===== src/rtl/line_extractor_pkg.sv =====
// Shared types and constants for the line extractor and its byte picker.
// Latency: n/a (declarations only).
// Backpressure: n/a.
package extract_pkg;

    localparam int LINE_BYTES = 16;
    localparam int OFFS_W     = 4;

    typedef enum logic [1:0] {
        IDLE = 2'd0,
        RD0  = 2'd1,
        RD1  = 2'd2,
        DONE = 2'd3
    } ext_state_t;

endpackage


===== src/rtl/line_extractor_if.sv =====
// Load request, cache line read and load response bundle for the extractor.
// Latency: n/a (wires only).
// Backpressure: req_valid/req_ready and resp_valid/resp_ready handshakes.
interface line_extractor_if #(
    parameter int ADDR_W = 16,
    parameter int LINE_W = 128
);
    logic              req_valid;
    logic              req_ready;
    logic [ADDR_W-1:0] req_addr;
    logic              req_word;
    logic              req_sext;
    logic              mem_read;
    logic [ADDR_W-1:0] mem_address;
    logic              mem_resp;
    logic [LINE_W-1:0] mem_rdata;
    logic              resp_valid;
    logic              resp_ready;
    logic [15:0]       resp_data;

    // Environment side: CPU memory stage plus the cache read port.
    modport master (
        output req_valid, req_addr, req_word, req_sext,
        input  req_ready,
        input  mem_read, mem_address,
        output mem_resp, mem_rdata,
        input  resp_valid, resp_data,
        output resp_ready
    );

    // Extractor side.
    modport slave (
        input  req_valid, req_addr, req_word, req_sext,
        output req_ready,
        output mem_read, mem_address,
        input  mem_resp, mem_rdata,
        output resp_valid, resp_data,
        input  resp_ready
    );
endinterface


===== src/rtl/line_extractor_byte_picker.sv =====
// Selects one byte out of a little-endian cache line by byte offset.
// Latency: combinational.
// Backpressure: none.
module byte_picker
    import extract_pkg::*;
#(
    parameter int LINE_W = LINE_BYTES * 8
) (
    input  logic [LINE_W-1:0] line,
    input  logic [OFFS_W-1:0] offs,
    output logic [7:0]        dat
);

    // Byte k sits at bits [8k+7:8k].
    always_comb dat = line[{offs, 3'b000} +: 8];

endmodule


===== src/rtl/line_extractor.sv =====
// Fetches the line(s) holding a byte/word load and returns 16 extended bits.
// Latency: 2 cycles accept->resp_valid with an immediate cache reply, 3 for a line-crossing word.
// Backpressure: one load in flight; req_ready only in IDLE, DONE holds until resp_ready.
module line_extractor
    import extract_pkg::*;
#(
    parameter int LINE_W = LINE_BYTES * 8,
    parameter int ADDR_W = 16
) (
    input  logic             clk,
    input  logic             rst,
    line_extractor_if.slave  bus
);

    localparam int IDX_W = ADDR_W - OFFS_W;

    ext_state_t        state;
    ext_state_t        state_nxt;
    logic [ADDR_W-1:0] addr_q;
    logic              word_q;
    logic              sext_q;
    logic              cross_q;
    logic [7:0]        lo_q;
    logic [7:0]        hi_q;

    logic [OFFS_W-1:0] offs;
    logic [OFFS_W-1:0] hi_offs;
    logic [IDX_W-1:0]  line_idx;
    logic [IDX_W-1:0]  line_idx_nxt;
    logic [7:0]        lo_pick;
    logic [7:0]        hi_pick;

    assign offs         = addr_q[OFFS_W-1:0];
    assign line_idx     = addr_q[ADDR_W-1:OFFS_W];
    // Second line of a crossing word; wraps from the top line to line 0.
    assign line_idx_nxt = line_idx + {{(IDX_W-1){1'b0}}, 1'b1};
    // In RD1 the high byte is byte 0 of the next line, otherwise the byte after offs.
    assign hi_offs      = (state == RD1) ? '0 : offs + OFFS_W'(1);

    byte_picker #(.LINE_W(LINE_W)) u_pick_lo (
        .line (bus.mem_rdata),
        .offs (offs),
        .dat  (lo_pick)
    );

    byte_picker #(.LINE_W(LINE_W)) u_pick_hi (
        .line (bus.mem_rdata),
        .offs (hi_offs),
        .dat  (hi_pick)
    );

    // State register.
    always_ff @(posedge clk) begin
        if (rst) state <= IDLE;
        else     state <= state_nxt;
    end

    // Next-state decode; mem_resp only matters while a read is outstanding.
    always_comb begin
        state_nxt = state;
        case (state)
            IDLE: if (bus.req_valid)  state_nxt = RD0;
            RD0:  if (bus.mem_resp)   state_nxt = cross_q ? RD1 : DONE;
            RD1:  if (bus.mem_resp)   state_nxt = DONE;
            DONE: if (bus.resp_ready) state_nxt = IDLE;
            default:                  state_nxt = IDLE;
        endcase
    end

    // Request capture and byte capture from returning lines.
    always_ff @(posedge clk) begin
        if (rst) begin
            addr_q  <= '0;
            word_q  <= 1'b0;
            sext_q  <= 1'b0;
            cross_q <= 1'b0;
            lo_q    <= '0;
            hi_q    <= '0;
        end else begin
            if (state == IDLE && bus.req_valid) begin
                addr_q  <= bus.req_addr;
                word_q  <= bus.req_word;
                sext_q  <= bus.req_sext;
                cross_q <= bus.req_word & (&bus.req_addr[OFFS_W-1:0]);
            end
            if (state == RD0 && bus.mem_resp) begin
                lo_q <= lo_pick;
                if (word_q && !cross_q) hi_q <= hi_pick;
            end
            if (state == RD1 && bus.mem_resp) begin
                hi_q <= hi_pick;
            end
        end
    end

    // Outputs decoded from state and registered data only.
    always_comb begin
        bus.req_ready   = 1'b0;
        bus.mem_read    = 1'b0;
        bus.mem_address = '0;
        bus.resp_valid  = 1'b0;
        bus.resp_data   = '0;
        case (state)
            IDLE: bus.req_ready = 1'b1;
            RD0: begin
                bus.mem_read    = 1'b1;
                bus.mem_address = {line_idx, {OFFS_W{1'b0}}};
            end
            RD1: begin
                bus.mem_read    = 1'b1;
                bus.mem_address = {line_idx_nxt, {OFFS_W{1'b0}}};
            end
            DONE: begin
                bus.resp_valid = 1'b1;
                if (word_q)      bus.resp_data = {hi_q, lo_q};
                else if (sext_q) bus.resp_data = {{8{lo_q[7]}}, lo_q};
                else             bus.resp_data = {8'h00, lo_q};
            end
            default: ;
        endcase
    end

endmodule

===== src/flat_wrapper.sv =====
// flat-port wrapper written by rule: the top's interface ports become plain ports
module line_extractor_flat import extract_pkg::*;
#(
    parameter int LINE_W = LINE_BYTES * 8,
    parameter int ADDR_W = 16
)
  (clk, rst, bus_req_valid, bus_req_addr, bus_req_word, bus_req_sext, bus_req_ready, bus_mem_read, bus_mem_address, bus_mem_resp, bus_mem_rdata, bus_resp_valid, bus_resp_data, bus_resp_ready);
  line_extractor_if #(.ADDR_W(ADDR_W), .LINE_W(LINE_W)) bus_i ();
  input  logic clk;
  input  logic rst;
  input wire logic [$bits(bus_i.req_valid)-1:0] bus_req_valid;
  input wire logic [$bits(bus_i.req_addr)-1:0] bus_req_addr;
  input wire logic [$bits(bus_i.req_word)-1:0] bus_req_word;
  input wire logic [$bits(bus_i.req_sext)-1:0] bus_req_sext;
  output wire logic [$bits(bus_i.req_ready)-1:0] bus_req_ready;
  output wire logic [$bits(bus_i.mem_read)-1:0] bus_mem_read;
  output wire logic [$bits(bus_i.mem_address)-1:0] bus_mem_address;
  input wire logic [$bits(bus_i.mem_resp)-1:0] bus_mem_resp;
  input wire logic [$bits(bus_i.mem_rdata)-1:0] bus_mem_rdata;
  output wire logic [$bits(bus_i.resp_valid)-1:0] bus_resp_valid;
  output wire logic [$bits(bus_i.resp_data)-1:0] bus_resp_data;
  input wire logic [$bits(bus_i.resp_ready)-1:0] bus_resp_ready;
  assign bus_i.req_valid = bus_req_valid;
  assign bus_i.req_addr = bus_req_addr;
  assign bus_i.req_word = bus_req_word;
  assign bus_i.req_sext = bus_req_sext;
  assign bus_req_ready = bus_i.req_ready;
  assign bus_mem_read = bus_i.mem_read;
  assign bus_mem_address = bus_i.mem_address;
  assign bus_i.mem_resp = bus_mem_resp;
  assign bus_i.mem_rdata = bus_mem_rdata;
  assign bus_resp_valid = bus_i.resp_valid;
  assign bus_resp_data = bus_i.resp_data;
  assign bus_i.resp_ready = bus_resp_ready;
  line_extractor #(.LINE_W(LINE_W), .ADDR_W(ADDR_W)) u_core (.clk(clk), .rst(rst), .bus(bus_i));
endmodule

===== config.mk =====
export PLATFORM = sky130hd
export DESIGN_NAME = line_extractor_flat
export DESIGN_NICKNAME = d
export VERILOG_FILES = /design/src/rtl/line_extractor_pkg.sv /design/src/rtl/line_extractor_if.sv /design/src/rtl/line_extractor_byte_picker.sv /design/src/rtl/line_extractor.sv /design/src/flat_wrapper.sv
export SDC_FILE = /design/constraint.sdc
export NUM_CORES = 1
export LEC_CHECK = 0
export CAP_MARGIN = 40
export CORE_ASPECT_RATIO = 1.5
export CORE_MARGIN = 2
export CORE_UTILIZATION = 43
export DETAILED_ROUTE_END_ITERATION = 6
export PLACE_DENSITY_LB_ADDON = 0.12
export SYNTH_ARGS = -nofsm -noshare
export SYNTH_HDL_FRONTEND = slang
export SYNTH_SLANG_ARGS = --single-unit

===== constraint.sdc =====
create_clock -name clk -period 2.7 [get_ports clk]
set_input_delay 0.54 -clock clk [delete_from_list [all_inputs] [get_ports clk]]
set_output_delay 0.54 -clock clk [all_outputs]
set_load 0.01 [all_outputs]

# Yosys cells after proc, flatten, opt, wreduce, memory -nomap -nowiden
# Index checks and enable logic that the tools add are counted.
# W data, S select, Z words.
[classes]
bitwise = 1
n_eq_ne = 7
n_reduce_logical = 12
mux = 17
shift = 2
addsub = 2
[op_table]
columns = ["operator", "count"]
rows = [
  ["$shiftx A128 B8 Y8", 2],
  ["$mux W16", 3],
  ["$pmux W16 S2", 1],
  ["$mux W8", 3],
  ["$add A12 B1 Y12 const B", 1],
  ["$mux W2", 4],
  ["$ne A2 B2 Y1 const B", 4],
  ["$pmux W2 S4", 1],
  ["$reduce_and A4 Y1", 2],
  ["$add A4 B1 Y4 const B", 1],
  ["$eq A2 B2 Y1 const B", 2],
  ["$logic_and A1 B1 Y1", 4],
  ["$mux W1", 4],
  ["$mux W4", 1],
  ["$reduce_bool A2 Y1", 2],
  ["$eq A2 B1 Y1 const B", 1],
  ["$logic_not A2 Y1", 1],
  ["$reduce_and A2 Y1", 1],
  ["$reduce_or A2 Y1", 1],
  ["$and A1 B1 Y1", 1],
  ["$logic_not A1 Y1", 1],
]
[totals]
out_inout_bits = 35
wordCells = 48
inputBits = 151
reg_bits = 37

# Longest topological paths before layout
# Gate-level depths: netlist of the first run.
[logic_depth]
word_depth = 6
mapped_depth = 10
ltp_nobuf = 7

# By module
# From an unflattened synthesis of the first run, not the netlist that was laid out.
[unflattened]
hier_cells = 417
area_unflattened_um2 = 4171.5
[by_module_without_submodules]
columns = ["module", "cells_each", "area_each_um2", "seq_area_each_um2", "n_inst"]
rows = [
  ["line_extractor", 277, 2104.5, 740.7, 1],
  ["byte_picker", 70, 1033.5, 0.0, 2],
]

# Worst setup path after synthesis of the first run
# OpenSTA, ideal clock, no wires.
[synth_path]
kind = "reg-to-output"
from = "register u_core.state[0]"
to = "output bus_mem_address[12]"
required_time_ns = 2.160
arrival_ns = 1.839
path_stages_with_launch = 8
path_slack_ns = 0.321
n_path_buf = 2
path_cell_list = "dfxtp_1 -> inv_1 -> ha_1 -> buf_2 -> inv_1 -> clkbuf_1 -> or4_1 -> a21boi_0"
[synth_via]
elab_chain_len = 2
word_cells_on_any_way = 3
classes_between = "eq/ne (2); mux (1)"
[synth_rtl]
columns = ["element", "line", "rtl"]
rows = [
  ["start, declared", "line_extractor.sv:17", "ext_state_t state;"],
  ["start signal, assigned", "line_extractor.sv:55", "else state <= state_nxt;"],
  ["$eq A2 B2 Y1 / $eq A2 B1 Y1 (equally long branches)", "line_extractor.sv:103", "case (state)"],
  ["$pmux W16 S2 *", "line_extractor.sv:103", ""],
  ["end, declared", "flat_wrapper.sv:17", "output wire logic [$bits(bus_i.mem_address)-1:0] bus_mem_address;"],
]
# Every way passes the cells marked *; elsewhere a longest branch is shown, timed or not.

# Final worst setup path of the first run
[layout_path]
from = "register u_core.state[1]"
to = "output bus_mem_address[5]"
# Same word-level chain as after synthesis.

==> results.md, run 1 <==
- The post-detailed-route via-to-cell ratio is 6.185.
- The combinational family with the most area after synthesis is multiplexers.
- The number of global-route vias before repair is 4667.
- Before CTS, the worst setup slack after placement is 0.06180 ns.
- The die covers between 10000 and 15000 um^2.
- The run finished with clean final reports.
- Summing the areas of all and, or, nand and nor instances in the mapped netlist gives 18.35% of the synthesized area.
- Summing all placed instances gives a cell area of 6036 um^2.
- The synthesized netlist devotes 24.69% of its cell area to compound gates.
- Among all flip-flop cells after synthesis, the most frequent one is dfxtp_1.
- The clock insertion delay at the later pin of the skew report is 0.28 ns.
- The startpoint identified for the worst hold timing path is u_core.hi_q[0].
- The deepest clock path buffer count is 2.
- STA puts the critical path data required time at 2.16 ns.
- Leaving out fill and tap cells, the most frequent cells in the layout are clkdlybuf4s50_1 (173), nand2_1 (64), a21oi_1 (59).
- Global routing consumed, over all layers together, approximately 29% of the routing resources.
- The synthesis warning total is 0.
- The final hold violation count is 0.
- From synthesis to final layout, the design area changed by 51.37%.
- For hold timing, the worst endpoint is u_core.hi_q[0].
- TritonCTS built the clock tree.
- The average wire per cell in the routed design is 20.21 um.
- Counting tap cells, the placed design contains a total of 755 instances.
- The post-CTS setup-driven buffer insertion count is 0.
- The final layout contains routed wiring with a total length of 15400 um.
- The number of top-level pins is 186.
- The multiplexer share of the synthesized area is approximately 29%.
- In the final layout, the share of cells above drive strength 1 is 15.08%.
- The global placer's final weighted congestion is 0.9407.
- The count of nets left with antenna violations once routing finished came out at 0.
- The synthesized netlist devotes 0.3968% of its cell area to XOR and XNOR gates.
- The library cell used as clock root buffer is clkbuf_16.
- After the first detailed-routing iteration, the DRC count stood at 373.
- The number of cells on the worst reg-to-reg path is 6.
- For this run, the post-layout net count is 808.
- The count of buffers from port buffering is 181.
- The share of async-settable or async-resettable flops after synthesis is 0%.
- The minimum clock period after layout is about 2.6 ns.
- Summing the areas of all fa, ha and maj instances in the mapped netlist gives 2.137% of the synthesized area.
- CTS saw 37 sinks.
- Setup repair after global routing could not meet its margin everywhere.
- The worst clock skew on the final layout is 0.005948 ns.
- The count of final setup violators is 0.
- The share of the yosys chip area belonging to registers is 18.07%.
- The wire length the detailed router placed on met1 is between 5000 and 6000 um.
- Derived from the worst setup path, the maximum achievable clock frequency is ~0.38 GHz.
- After legalization and detailed placement, the total HPWL measured 12190 um.
- The kind of launch point of the worst setup path is a flop.
- Detailed routing placed a total of 8148 um of wire on met2.
- Counting flops with a built-in enable in the synthesized netlist gives 0.
- For this run, the share of the core covered by cells in the final layout is 67.05%.
- The met3 routed wirelength is 1166 um.
- The leakage power summed over all cells is between 2 and 2.5 nW.
- Entering global routing, the biggest net connects 70 pins.
- Data on the critical path arrives at its endpoint at 2.08 ns.
- The average instance in the mapped netlist occupies about 8.6 um^2.
- The worst register-to-register path ends at u_core.hi_q[2].
- The initial core utilization is 44.29%.
- The worst register-to-register path has a setup slack of ~0.36 ns.
- The number of hold buffers added after CTS was 0.
- The max-slew violation total from the final report came to 0.
- The number of iterations in the first detailed-routing pass is 5.
- After clock tree synthesis, the clock-pin slew on the worst setup and hold paths is 0.06 ns.
- STA classifies the critical path endpoint as a primary output.
- The worst-margin pin slew is 0.6954 ns.
- The power per unit of standard cell area is 644.0 nW/um^2.
- The flip-flop and latch count after synthesis is 37.
- Once layout is complete, the cells apart from fillers number 762.
- The final global-route overflow total is 0.
- In the routed design, unresolved DRC markers number 0.
- The path class of the tightest hold or removal check is reg -> reg.
- Leaving out fill and tap cells, the most frequent cell in the layout is clkdlybuf4s50_1.
- The startpoint identified for the worst register-to-register timing path is u_core.addr_q[0].
- In the synthesized netlist, the number of instances is 477.
- The count of unique library cells instantiated by Yosys is 58.
- The setup slack after layout is 0.08326 ns.
- The height of the die is 123.6 um.
- The area of the mapped netlist is 4099 um^2.
- Across the run, the number of max-cap violations was 0.
- In this run the core area contains 43 standard-cell rows.
- The highest layer touched by signal routing is met4.
- The initial antenna violation count is 0.
- CTS built an H-tree with a depth of 2.
- The worst-case IR drop observed on VDD is just over 0.6 mV.
- The routed via count is 4713.
- The type of the worst setup path is reg -> out.
- The core region is 9254 um^2.
- The die width is ~84 um.
- The final standard cell area without fillers is 6205 um^2.
- The number of cells on the worst hold path is 1.
- The repair_antennas step left the layout with diodes totalling 0.
- The period utilization is 96.92%.
- The total clock buffers created by CTS is 5.
- The headroom to the max-slew limit is 53.64%.
- The global-route wire length before repair is 23900 um.
- Along the worst path, the maximum fanout reaches 9.
-- power by group --
part           internal [mW]  leakage (nW)  switching [mW]
clock                  0.339        0.0669           0.235
sequential             0.658         0.303           0.107
combinational           1.31          1.92            1.35
-- synth_stat cells (all sizes together) (2+ instances only) --
cell type | instances | share of area, %
nand2 | 64 | 5.9
nor3 | 14 | 1.7
o211a | 5 | 1.2
nand3 | 6 | 0.73
a2bb2oi | 2 | 0.43
a32o | 3 | 0.73
or4 | 3 | 0.55
inv | 15 | 1.4
a22oi | 17 | 3.1
o311a | 2 | 0.49
o22ai | 6 | 0.92
o221ai | 12 | 2.7
buf | 31 | 4.9
ha | 7 | 2.1
or3 | 5 | 0.76
a31oi | 2 | 0.31
nor2 | 31 | 2.9
mux4 | 44 | 24
mux2 | 5 | 1.6
mux2i | 12 | 2.9
a211o | 4 | 0.85
o21a | 6 | 1.1
a221o | 2 | 0.49
or2 | 2 | 0.31
a221oi | 2 | 0.43
clkbuf | 13 | 1.2
dfxtp | 37 | 18
o21ai | 14 | 1.7
and3 | 3 | 0.46
a21oi | 59 | 7.2
nor2b | 9 | 1.4
nand2b | 3 | 0.46
a211oi | 3 | 0.55
nand4b | 2 | 0.43
a21boi | 5 | 0.92
and2 | 14 | 2.1
-- worst max-delay path, stage by stage (launching register included) --
cell             delay (ns)
dfxtp_2                0.38
inv_1                  0.10
ha_2                   0.44
buf_4                  0.17
nor2b_1                0.14
clkdlybuf4s50_1        0.56
-- per-stage QoR --
stage                TNS [ns]  power (mW)  hold WS [ns]
floorplan                   0       2.505        0.4355
global placement            0       3.332        0.4473
detailed placement          0       3.377        0.4568
CTS                         0       3.973        0.4691
global route        -0.006121       4.283        0.4770
finish                      0       3.996        0.4607
-- metal layers --
layer	vias up	GRT usage, %
li1	2155	-
met1	2289	32.95
met2	231	55.00
met3	38	4.771
met4	0	11.49
met5	-	0
-- area by class of cell --
cell class	instances	area (um^2)
Multi-Input combinational cell	383	3084
Fill cell	797	3049
Timing Repair Buffer	207	2037
Sequential cell	37	745.7
Tap cell	112	140.1
Clock buffer	6	128.9
Inverter	16	60.06
Clock inverter	1	8.758
-- registers in the layout, summed over array words and instances, names as in the netlist --
signal / cells
u_core.lo_q: 8
u_core.sext_q: 1
u_core.hi_q: 8
u_core.cross_q: 1
u_core.word_q: 1
u_core.state: 2
u_core.addr_q: 16
-- worst max-delay path by stage --
stage / startpoint / endpoint / slack (ns) / cells past startpoint
floorplan: u_core.state[0] / bus_mem_address[12] / 0.32 / 7
global placement: u_core.addr_q[4] / bus_mem_address[14] / 0.09 / 6
detailed placement: u_core.addr_q[4] / bus_mem_address[14] / 0.06 / 6
CTS: u_core.state[1] / bus_mem_address[8] / 0.01 / 7
global route: u_core.state[1] / bus_mem_address[5] / -0.005 / 5
finish: u_core.state[1] / bus_mem_address[5] / 0.08 / 5
-- cell families (layout without fill, tap and decap cells) --
kind of cell             after synthesis  after routing
XOR/XNOR                               1              1
adder cells (fa/ha/maj)                7              7
buffers and inverters                 60            230
multiplexers                          61             61
flip-flops                            37             37
AND/OR/NAND/NOR                      160            160
AO/OA/AOI/OAI                        150            150
other                                  1              4
-- repair_timing --
| action | in CTS | in global routing |
|---|---|---|
| endpoints found under the setup margin | 9 | 9 |
| pin swaps | 0 | 1 |
| gates resized for setup | 8 | 14 |
Power figures use the tool's default switching activity.
==> inputs of run 2 (changes only) <==
Settings changed: CORE_UTILIZATION 43 to 40, GPL_ROUTABILITY_DRIVEN from default to 1, SKIP_LAST_GASP from default to 1.
==> run 2 against run 1 <==
Compared with the run above:
- setup slack worse by 0.010 ns
- die area is 7.2% higher
- critical path type unchanged
- final area is 0.69% higher
- global-route usage is 2.1 points lower
- worst hold slack hardly changed
==> results.md, run 2 (synthesis gave the netlist of run 1 again) <==
- Summed over all cells, the static leakage comes to 2.267 nW.
- The average wire per cell in the routed design is 19.86 um.
- The worst min-delay path endpoint is u_core.hi_q[2].
- STA classifies the critical path startpoint as a flop.
- After clock tree synthesis, the clock-pin slew on the worst setup and hold paths is 0.05 ns.
- The first TritonRoute pass finished after 5 iterations.
- For this block, the initial DRC count from the detailed router was about 270.
- At the worst endpoint, the required time is 2.16 ns.
- The beginning of the worst register-to-register path is u_core.addr_q[0].
- The largest fanout on the critical path is 13.
- CTS built an H-tree with a depth of 2.
- For the worst flop-to-flop path, the logic depth is 7.
- The worst hold path begins at u_core.hi_q[2].
- Leaving out fill and tap cells, the most frequent cell in the layout is clkdlybuf4s50_1.
- The die width is 86.66 um.
- The terminus of the critical flop-to-flop path is u_core.hi_q[4].
- The critical path contains buffers and inverters numbering 2 combined.
- Setup violations remaining at the end of the flow were counted as 0.
- From synthesis to final layout, the design area changed by 52.41%.
- In this design, the stage delay of the slowest critical-path cell is 0.55 ns.
- Measured against its own limit, the worst slew margin works out to 50.92%.
- For the worst-skew pair, the clock arrives at the later sink with an insertion delay of 0.28 ns.
- Entering global routing, the biggest net connects 70 pins.
- The number of global-route vias before repair came to between 4000 and 5000.
- The min-delay analysis places its worst path in the category reg -> reg.
- The internal power of the cells totals 2.355 mW.
- For this run, design rule violations remaining after detail routing come to 0.
- For this run, the top clock speed supported by timing is 0.3807 GHz.
- The final hold violation count is 0.
- The post-route antenna net violation count is 0.
- The power spent charging and discharging nets is around 1.7 mW.
- The final global-route overflow total is 0.
- The deepest clock path buffer count is 2.
- The antenna diode instance count is 0.
- The cell with the biggest individual delay on the critical path is clkdlybuf4s50_1.
- Counting instances, the worst hold path has a depth of 1.
- The max-slew violation total from the final report was 0.
- The worst setup slack before clock tree synthesis is -0.01612 ns.
- The wire-length estimate of the detail-placed layout is 11810 um.
- Buffers inserted during clock tree synthesis total 5.
- The worst setup path is captured at a primary output.
- For the pin with the worst max-slew slack, the measured transition is 0.7347 ns.
- The minimum clock period after layout is 2.627 ns.
- Clock skew on the completed layout was measured at between 0.003 and 0.004 ns.
- In this design, the largest share of critical-path delay is due to buffers and inverters.
- The switching power as a share of total power is 41.31%.
- In this run, the combinational gates consume between 60% and 70% of the power.
- The initial antenna violation count came to 0.
- The initial core utilization is slightly above 40%.
- The share of total power dissipated in sequential elements is 18.6%.
- Max-cap violations in this run came to 0.
- The core box area is 10080 um^2.
- The power per unit of standard cell area is 642.3 nW/um^2.
- The flow ran to the end, and the final reports show no timing, DRC or antenna violations.
- In the final layout, the registers with the most flip-flops are u_core.addr_q x16, u_core.hi_q x8, u_core.lo_q x8.
- The tightest hold path in the finished design has a slack of around 0.46 ns.
- At the end of the flow, the number of nets in the layout was 809.
- The number of top-level pins is 186.
- Traced cell by cell, the critical path runs through inv_1, ha_1, a21boi_1, clkdlybuf4s50_1.
- Using the TritonRoute via totals, the vias-per-cell ratio works out to 5.987.
- The total routing usage reported by global routing is 27.15%.
- The die is between 100 and 150 um tall.
- Setup slack closes at 0.07313 ns.
- At the end of the flow the core is filled with cells to roughly 62%.
- The detailed-route wire length is 15270 um.
- The cell sitting at the root of the clock tree is a clkbuf_16.
- The global-route wire length before repair is around 24000 um.
- The final route contains between 4000 and 5000 vias.
- At the worst endpoint, the arrival time is 2.09 ns.
- Across the VDD grid, the largest voltage drop is about 0.44 mV.
- The clock net sink count is 37.
- The clock tree from TritonCTS is yes.
- Setup repair after global routing could not meet its margin everywhere.
- The number of cell rows is 45.
- The type of the worst setup path is reg -> out.
- The global placer's final weighted congestion is 0.8558.
- The design draws 4.013 mW.
- The fraction of power consumed by the clock network is approximately 15%.
- The floorplan step defined a die boundary enclosing between 10000 and 15000 um^2.
- The setup slack of the worst register-to-register path is approximately 0.37 ns.
- The fraction of layout instances using a drive strength above 1 is ~16%.
- The register with the most flip-flops in the layout has 16 of them.
- The library cells used most frequently in the layout, excluding fill and tap cells, are clkdlybuf4s50_1 (176), nand2_1 (64), a21oi_1 (59).
- Buffers placed on the I/O ports in this run total 181.
- The register with the most flip-flops is u_core.addr_q.
- The final critical path takes up 97.29% of the cycle.
run 2: changes by cell type in the layout (fill, tap and decap cells not counted), moves of 2 or more:
cell / previous run / this run
clkdlybuf4s50_1: 173 / 176
buf_6: 2 / 0
clkbuf_8: 0 / 2
ha_2: 3 / 1
dlymetal6s2s_1: 3 / 1
buf_4: 22 / 24
dlygate4sd2_1: 4 / 2
run 2: worst reg2reg max path, stage by stage (launching register included):
cell,delay (ns)
dfxtp_2,0.33
ha_2,0.55
buf_4,0.27
nor2_1,0.10
a221oi_1,0.29
a211oi_1,0.09
or3_1,0.33
a32o_1,0.26
run 2: routing by layer:
layer  wire length [um]  GRT usage (%)
met5                  0              0
met2               7760          48.33
met3               1283          4.958
met1               5597          30.65
met4                628          13.05
run 2: power by group through the flow:
stage	logic (mW)	clock network, mW	registers (mW)
2_1_floorplan	1.77	0	0.735
3_3_place_gp	2.56	0	0.745
3_5_place_dp	2.59	0	0.751
4_1_cts	2.62	0.625	0.740
5_1_grt	2.88	0.648	0.764
6_report	2.66	0.607	0.748
run 2: worst max path at each step:
| stage | startpoint | end | slack, ns | depth (start not counted) |
|---|---|---|---|---|
| floorplan | u_core.state[0] | bus_mem_address[12] | 0.32 | 7 |
| global placement | u_core.addr_q[4] | bus_mem_address[14] | 0.01 | 6 |
| detailed placement | u_core.addr_q[4] | bus_mem_address[14] | -0.02 | 6 |
| CTS | u_core.addr_q[4] | bus_mem_address[13] | 0.00001 | 7 |
| global route | u_core.addr_q[7] | bus_mem_address[13] | -0.05 | 8 |
| finish | u_core.state[1] | bus_mem_address[13] | 0.07 | 4 |
run 2: layout make-up:
class	count	area (um^2)
clock buffers	7	152.6
repair buffers	208	2037
flip-flops and latches	37	744.5
clock inverters	1	5.005
fillers	891	3831
multi-input cells	383	3102
well taps	117	146.4
inverters	16	60.06
run 2: metrics by stage:
| step | instances | area, um^2 | TNS, ns |
|---|---|---|---|
| 2_1_floorplan | 480 | 4110 | 0 |
| 3_3_place_gp | 761 | 6050 | 0 |
| 3_5_place_dp | 761 | 6050 | -0.01612 |
| 4_1_cts | 769 | 6222 | 0 |
| 5_1_grt | 769 | 6247 | -0.05696 |
| 6_report | 769 | 6247 | 0 |
run 2: repair_timing:
| item | in CTS | in global routing |
|---|---|---|
| hold buffers | 0 | 0 |
| setup endpoints to repair | 8 | 8 |
| gates resized for setup | 9 | 12 |
| setup buffers | 0 | 0 |
| pin swaps | 0 | 1 |
